**config.mk**
```make
export PLATFORM = sky130hd
export DESIGN_NAME = mdio_controller_flat
export DESIGN_NICKNAME = d
export VERILOG_FILES = /design/src/rtl/mdio_controller_if.sv /design/src/rtl/mdio_controller.sv /design/src/flat_wrapper.sv
export SDC_FILE = /design/constraint.sdc
export NUM_CORES = 1
export LEC_CHECK = 0
export ABC_CLOCK_PERIOD_IN_PS = 3900
export CAP_MARGIN = 20
export CORE_UTILIZATION = 54
export DETAILED_ROUTE_END_ITERATION = 10
export PLACE_DENSITY = 0.8
export SETUP_SLACK_MARGIN = 0.05
export SLEW_MARGIN = 20
export SYNTH_ARGS = -nofsm -noshare
export SYNTH_HDL_FRONTEND = slang
export SYNTH_SLANG_ARGS = --single-unit
```
**constraint.sdc**
```tcl
create_clock -name clk -period 3.9 [get_ports clk]
set_input_delay 1.17 -clock clk [delete_from_list [all_inputs] [get_ports clk]]
set_output_delay 1.17 -clock clk [all_outputs]
set_load 0.01 [all_outputs]
```
**src/rtl/mdio_controller_if.sv**
```systemverilog
// MDIO controller bus: host request/response signals plus the MDC/MDIO line pins.
// master = controller side, slave = host/PHY side.
interface mdio_controller_if;
    logic [31:0] T_DATA;
    logic        T_STB;
    logic        MDIO_IN;
    logic        MDC;
    logic        MDIO_OE;
    logic        MDIO_OUT;
    logic [15:0] RD_DATA;
    logic        DATA_RDY;
    logic        BUSY;

    modport master (
        input  T_DATA, T_STB, MDIO_IN,
        output MDC, MDIO_OE, MDIO_OUT, RD_DATA, DATA_RDY, BUSY
    );

    modport slave (
        output T_DATA, T_STB, MDIO_IN,
        input  MDC, MDIO_OE, MDIO_OUT, RD_DATA, DATA_RDY, BUSY
    );
endinterface

```
**src/rtl/mdio_controller.sv**
```systemverilog
// MDIO station-management master: free-running MDC, 32-bit frame serialiser, read capture.
// Define MDIO_PREAMBLE_EN to prepend 32 MDC periods of driven ones to every frame.
module mdio_controller #(
    parameter int unsigned MDC_HALF = 4
) (
    input logic               clk,
    input logic               reset,
    mdio_controller_if.master bus
);
    localparam int unsigned DivW = (MDC_HALF > 2) ? $clog2(MDC_HALF) : 1;
    localparam logic [DivW-1:0] DivLast = DivW'(MDC_HALF - 1);

    typedef enum logic [2:0] {
        StIdle,
        StWaitEdge,
`ifdef MDIO_PREAMBLE_EN
        StPreamble,
`endif
        StSend,
        StRead,
        StDone
    } state_t;

    state_t         r_state, w_state;
    logic [DivW-1:0] r_div;
    logic           r_mdc;
    logic [31:0]    r_shift, w_shift;
    logic           r_is_read, w_is_read;
    logic [5:0]     r_cnt, w_cnt;
    logic           r_oe, w_oe;
    logic           r_out, w_out;
    logic           r_busy, w_busy;
    logic [14:0]    r_rx, w_rx;
    logic [15:0]    r_rd_data, w_rd_data;
    logic           r_rdy, w_rdy;

    logic w_tick, w_fall, w_rise;

    assign w_tick = (r_div == DivLast);
    assign w_fall = w_tick & r_mdc;
    assign w_rise = w_tick & ~r_mdc;

    always_ff @(posedge clk or posedge reset) begin
        if (reset) begin
            r_div     <= '0;
            r_mdc     <= 1'b0;
            r_state   <= StIdle;
            r_shift   <= '0;
            r_is_read <= 1'b0;
            r_cnt     <= '0;
            r_oe      <= 1'b0;
            r_out     <= 1'b0;
            r_busy    <= 1'b0;
            r_rx      <= '0;
            r_rd_data <= '0;
            r_rdy     <= 1'b0;
        end else begin
            r_div     <= w_tick ? '0 : r_div + DivW'(1);
            r_mdc     <= w_tick ? ~r_mdc : r_mdc;
            r_state   <= w_state;
            r_shift   <= w_shift;
            r_is_read <= w_is_read;
            r_cnt     <= w_cnt;
            r_oe      <= w_oe;
            r_out     <= w_out;
            r_busy    <= w_busy;
            r_rx      <= w_rx;
            r_rd_data <= w_rd_data;
            r_rdy     <= w_rdy;
        end
    end

    always_comb begin
        w_state   = r_state;
        w_shift   = r_shift;
        w_is_read = r_is_read;
        w_cnt     = r_cnt;
        w_oe      = r_oe;
        w_out     = r_out;
        w_busy    = r_busy;
        w_rx      = r_rx;
        w_rd_data = r_rd_data;
        w_rdy     = 1'b0;

        unique case (r_state)
            StIdle: begin
                if (bus.T_STB) begin
                    w_shift   = bus.T_DATA;
                    w_is_read = (bus.T_DATA[29:28] == 2'b10);
                    w_cnt     = '0;
                    w_busy    = 1'b1;
                    w_state   = StWaitEdge;
                end
            end
            StWaitEdge: begin
                if (w_fall) begin
                    w_oe = 1'b1;
`ifdef MDIO_PREAMBLE_EN
                    w_out   = 1'b1;
                    w_cnt   = 6'd1;
                    w_state = StPreamble;
`else
                    w_out   = r_shift[31];
                    w_shift = {r_shift[30:0], 1'b0};
                    w_cnt   = 6'd1;
                    w_state = StSend;
`endif
                end
            end
`ifdef MDIO_PREAMBLE_EN
            StPreamble: begin
                if (w_fall) begin
                    if (r_cnt == 6'd32) begin
                        w_out   = r_shift[31];
                        w_shift = {r_shift[30:0], 1'b0};
                        w_cnt   = 6'd1;
                        w_state = StSend;
                    end else begin
                        w_cnt = r_cnt + 6'd1;
                    end
                end
            end
`endif
            StSend: begin
                // r_cnt counts bits already on the line; the fall after the last one ends SEND
                if (w_fall) begin
                    if (r_is_read && r_cnt == 6'd16) begin
                        w_oe    = 1'b0;
                        w_out   = 1'b0;
                        w_cnt   = '0;
                        w_state = StRead;
                    end else if (!r_is_read && r_cnt == 6'd32) begin
                        w_oe    = 1'b0;
                        w_out   = 1'b0;
                        w_state = StDone;
                    end else begin
                        w_out   = r_shift[31];
                        w_shift = {r_shift[30:0], 1'b0};
                        w_cnt   = r_cnt + 6'd1;
                    end
                end
            end
            StRead: begin
                if (w_rise) begin
                    w_rx  = {r_rx[13:0], bus.MDIO_IN};
                    w_cnt = r_cnt + 6'd1;
                    if (r_cnt == 6'd15) begin
                        w_rd_data = {r_rx, bus.MDIO_IN};
                        w_rdy     = 1'b1;
                        w_state   = StDone;
                    end
                end
            end
            StDone: begin
                if (w_fall) begin
                    w_oe    = 1'b0;
                    w_out   = 1'b0;
                    w_busy  = 1'b0;
                    w_state = StIdle;
                end
            end
            default: w_state = StIdle;
        endcase
    end

    assign bus.MDC      = r_mdc;
    assign bus.MDIO_OE  = r_oe;
    assign bus.MDIO_OUT = r_out;
    assign bus.RD_DATA  = r_rd_data;
    assign bus.DATA_RDY = r_rdy;
    assign bus.BUSY     = r_busy;
endmodule

```
**src/flat_wrapper.sv**
```systemverilog
// flat-port wrapper written by rule: the top's interface ports become plain ports
module mdio_controller_flat 
#(
    parameter int unsigned MDC_HALF = 4
)
  (clk, reset, bus_T_DATA, bus_T_STB, bus_MDIO_IN, bus_MDC, bus_MDIO_OE, bus_MDIO_OUT, bus_RD_DATA, bus_DATA_RDY, bus_BUSY);
  mdio_controller_if bus_i ();
  input logic clk;
  input logic reset;
  input wire logic [$bits(bus_i.T_DATA)-1:0] bus_T_DATA;
  input wire logic [$bits(bus_i.T_STB)-1:0] bus_T_STB;
  input wire logic [$bits(bus_i.MDIO_IN)-1:0] bus_MDIO_IN;
  output wire logic [$bits(bus_i.MDC)-1:0] bus_MDC;
  output wire logic [$bits(bus_i.MDIO_OE)-1:0] bus_MDIO_OE;
  output wire logic [$bits(bus_i.MDIO_OUT)-1:0] bus_MDIO_OUT;
  output wire logic [$bits(bus_i.RD_DATA)-1:0] bus_RD_DATA;
  output wire logic [$bits(bus_i.DATA_RDY)-1:0] bus_DATA_RDY;
  output wire logic [$bits(bus_i.BUSY)-1:0] bus_BUSY;
  assign bus_i.T_DATA = bus_T_DATA;
  assign bus_i.T_STB = bus_T_STB;
  assign bus_i.MDIO_IN = bus_MDIO_IN;
  assign bus_MDC = bus_i.MDC;
  assign bus_MDIO_OE = bus_i.MDIO_OE;
  assign bus_MDIO_OUT = bus_i.MDIO_OUT;
  assign bus_RD_DATA = bus_i.RD_DATA;
  assign bus_DATA_RDY = bus_i.DATA_RDY;
  assign bus_BUSY = bus_i.BUSY;
  mdio_controller #(.MDC_HALF(MDC_HALF)) u_core (.clk(clk), .reset(reset), .bus(bus_i));
endmodule
```
==> out/qor.yml <==
skew_ns: 0.01123
first_pass_detailed_route_iteration_total: 5
fin_nets: 412
floorplan.core_area_um2: 6794
grt_remaining_overflow: 0
report.final.setup_viol: 0
slowest_stage: "sky130_fd_sc_hd__clkdlybuf4s50_1"
synth_warnings: 0
ctsLongestPathBuffers: 2
p_leak_nw: 2.198
x_dimension_of_the_die_um: 85.80
row_count: 30
drive_above_1_share_pct: 16.40
cts.root.buffer_cell: "sky130_fd_sc_hd__clkbuf_8"
cap_viol_max_count: 0
hold_viol: 0
number_of_storage_elements_in_the_synthesis_netlist: 80
cellPowerDensity_nw_per_um2: 648.1
post_synth.cell_area_avg_um2: 11.78
remaining_drc_errors: 0
ant_nets: 0
final_std_cell_area_no_fill_um2: 4622
drt-vias-per-instance: 5.342
post-route-period-util_pct: 67.84
synthDominantCellAreaShare_pct: 52.79
postCtsHoldBufs: 0
number_of_gates_on_the_worst_path_with_buffers_counted: 1
synth_cell_types: 46
syn2layout_area_growth_pct: 21.87
routed_wl_mm: 7.228
layoutNonFillerInstCount: 474
syn_area_um2: 3792
critical_path_arrival_ns: 1.48
finalPower_mw: 2.995
io-pin-count: 57
clk_latency_ns: 0.36
multi_input_area_um2: 1650
ys_async_sr_fraction_pct: 100.0
placedCellCount: 457
placement.cell_area_um2: 4385
synth_enable_flop_cells: 0
power.ir.vdd_worst_uv: 293.6
worst-slew-pin-transition_ns: 0.7155
synth_largest_area_cell: "sky130_fd_sc_hd__dfrtp_1"
timing.critical_path.from: "u_core.bus.MDC$_DFFE_PP0N_"
cpLargestDelayFamily: "buffers and inverters"
regToRegEndpoint: "u_core.r_cnt[3]$_DFFE_PP0P_"
cts_tree: "done"
grt_max_degree: 65
startpoint_type: "register"
wl_met1_mm: 3.132
gp_congestion: 0.8444
route.vias.total: 2532
cts_buffers: 9
critical_path.max_stage_delay_ns: 0.60
chip_height_um: 85.80
cts_num_sinks: 80
netlist_top_cells_area: "sky130_fd_sc_hd__dfrtp_1, sky130_fd_sc_hd__mux2i_1, sky130_fd_sc_hd__mux2_2, sky130_fd_sc_hd__o21ai_0, sky130_fd_sc_hd__mux2_4"
cts_resized: 0
track_usage_pct: 21.77
r2r_cells: 5
routedWlPerCell_um: 15.25
r2r_start: "u_core.r_state[0]$_DFFE_PP0P_"
setup_total_negative_slack_ns: 0
yosys.cell_count.top_type: "sky130_fd_sc_hd__dfrtp_1"
hp-class: "register to register"
max_freq_mhz: 377.9
sequential_cell_area_um2: 2002
dr_wl_met3_um: 430
first_global_vias: 2561
worst_slew_margin_rel_pct: 52.30
grt_setup_unrepaired: "false"
effective_utilization_at_floorplan_pct: 55.82
reg2reg_slack_ns: 1.65
crit_chain: "clkdlybuf4s50_1"
synth_ff_type: "sky130_fd_sc_hd__dfrtp_1"
antenna-diode-count: 0
drt_iter0_drcs: 134
die_area_um2: 7362
cp.required_ns: 2.73
clock_tree.htree_level_count: 3
crit_path_max_fanout: 9
hpwlAfterDp_mm: 4.809
synth_commonest_cells: "sky130_fd_sc_hd__dfrtp_1, sky130_fd_sc_hd__o21ai_0, sky130_fd_sc_hd__nand2_1, sky130_fd_sc_hd__mux2i_1, sky130_fd_sc_hd__mux2_2"
grt_antenna_before_repair: 0
critical_path.endpoint: "bus_MDC"
final-max-slew-violation-count: 0
fill_cells: 507
synthesis.instances: 322
grt_pass1_wl_mm: 12.19
top_layer_used: "met4"
path_buf_inv: 1
timing.critical_path.to_type: "output pin"
status: "complete, no violations"
clk_pin_slew_worst_paths_ns: 0.08
worst-setup-path-type: "register to output pin"
timing.hold.ws_ns: 0.4285
postSynthNetCount: 361
post-route-min-period_ns: 2.646
io_buffer_count: 56
synth_sequential_area_ratio_pct: 52.79
number_of_buffers_added_for_setup_after_cts: 0
wl_met2_mm: 3.533
## metal layers
| layer | global-route usage, % | up-vias |
|---|---|---|
| met1 | 28.03 | 1220 |
| met2 | 33.96 | 60 |
| met4 | 9.242 | 0 |
| li1 | - | 1240 |
| met3 | 7.218 | 12 |
| met5 | 0 | - |
## worst min path at each step
stage	start	to	slack, ns	cells past startpoint
floorplan	u_core.r_div[0]$_DFF_PP0_	u_core.r_div[0]$_DFF_PP0_	0.40	1
global placement	u_core.r_div[0]$_DFF_PP0_	u_core.r_div[0]$_DFF_PP0_	0.41	1
detailed placement	u_core.r_div[0]$_DFF_PP0_	u_core.r_div[0]$_DFF_PP0_	0.42	1
CTS	u_core.r_div[0]$_DFF_PP0_	u_core.r_div[0]$_DFF_PP0_	0.43	1
global route	u_core.r_div[0]$_DFF_PP0_	u_core.r_div[0]$_DFF_PP0_	0.45	1
finish	u_core.r_div[0]$_DFF_PP0_	u_core.r_div[0]$_DFF_PP0_	0.43	1
## layout by cell type, fill, tap and decap left out, types with 3 or more instances in the layout
cell	count
sky130_fd_sc_hd__o21ai_1	6
sky130_fd_sc_hd__o21ai_0	40
sky130_fd_sc_hd__a22o_1	5
sky130_fd_sc_hd__mux2_4	9
sky130_fd_sc_hd__dfrtp_1	80
sky130_fd_sc_hd__clkdlybuf4s50_1	56
sky130_fd_sc_hd__clkbuf_8	12
sky130_fd_sc_hd__nor2b_1	4
sky130_fd_sc_hd__nand2_1	36
sky130_fd_sc_hd__nor3b_1	4
sky130_fd_sc_hd__and3_1	5
sky130_fd_sc_hd__a21oi_1	5
sky130_fd_sc_hd__xor2_1	3
sky130_fd_sc_hd__and2_1	3
sky130_fd_sc_hd__nor3_1	4
sky130_fd_sc_hd__ha_1	3
sky130_fd_sc_hd__nor2_1	8
sky130_fd_sc_hd__inv_1	4
sky130_fd_sc_hd__mux2i_1	32
sky130_fd_sc_hd__mux2_2	22
sky130_fd_sc_hd__nand3_1	4
## cells by family (layout without fill, tap and decap cells)
family,Yosys count,after routing,synth area share (%)
flip-flops,80,80,52.79
XOR/XNOR,4,4,0.9240
adder cells (fa/ha/maj),3,3,0.9899
AND/OR/NAND/NOR,82,82,12.21
AO/OA/AOI/OAI,65,65,10.66
multiplexers,63,63,18.54
buffers and inverters,25,81,3.893
## sequential cells by signal (all words and copies together) (netlist names)
register,flops
u_core.r_state,3
u_core.r_div,2
u_core.bus.BUSY,1
u_core.r_rx,15
u_core.bus.MDC,1
u_core.r_shift,32
u_core.bus.RD_DATA,16
u_core.bus.DATA_RDY,1
u_core.r_is_read,1
u_core.bus.MDIO_OUT,1
u_core.bus.MDIO_OE,1
u_core.r_cnt,6
## worst register-to-register path, delay by kind of cell, from the launching register on
kind | cells | cell delay, ns
DFF | 1 | 0.81
AOI/OAI and AO/OA | 4 | 0.98
and+or+nand+nor | 1 | 0.35
## area by class of cell
type,instances,share of cell area [%]
sequential,80,43.31
multi-input combinational,217,35.71
timing repair buffer,59,13.16
clock buffer,12,3.573
tap,96,2.599
clock inverter,4,1.110
inverter,6,0.5414
## power breakdown
part | internal, mW | leakage [nW] | switching (mW)
combinational | 0.530 | 1.05 | 0.579
clock | 0.348 | 0.109 | 0.301
sequential | 1.04 | 1.04 | 0.199
total | 1.92 | 2.20 | 1.08
## per-stage QoR
stage,setup slack [ns],util [%]
floorplan,0.6783,-
global placement,0.9365,64.55
detailed placement,0.9133,64.55
CTS,1.227,67.73
global route,1.065,68.03
finish,1.254,68.03
Note: power is estimated with default switching activity, not from simulation.
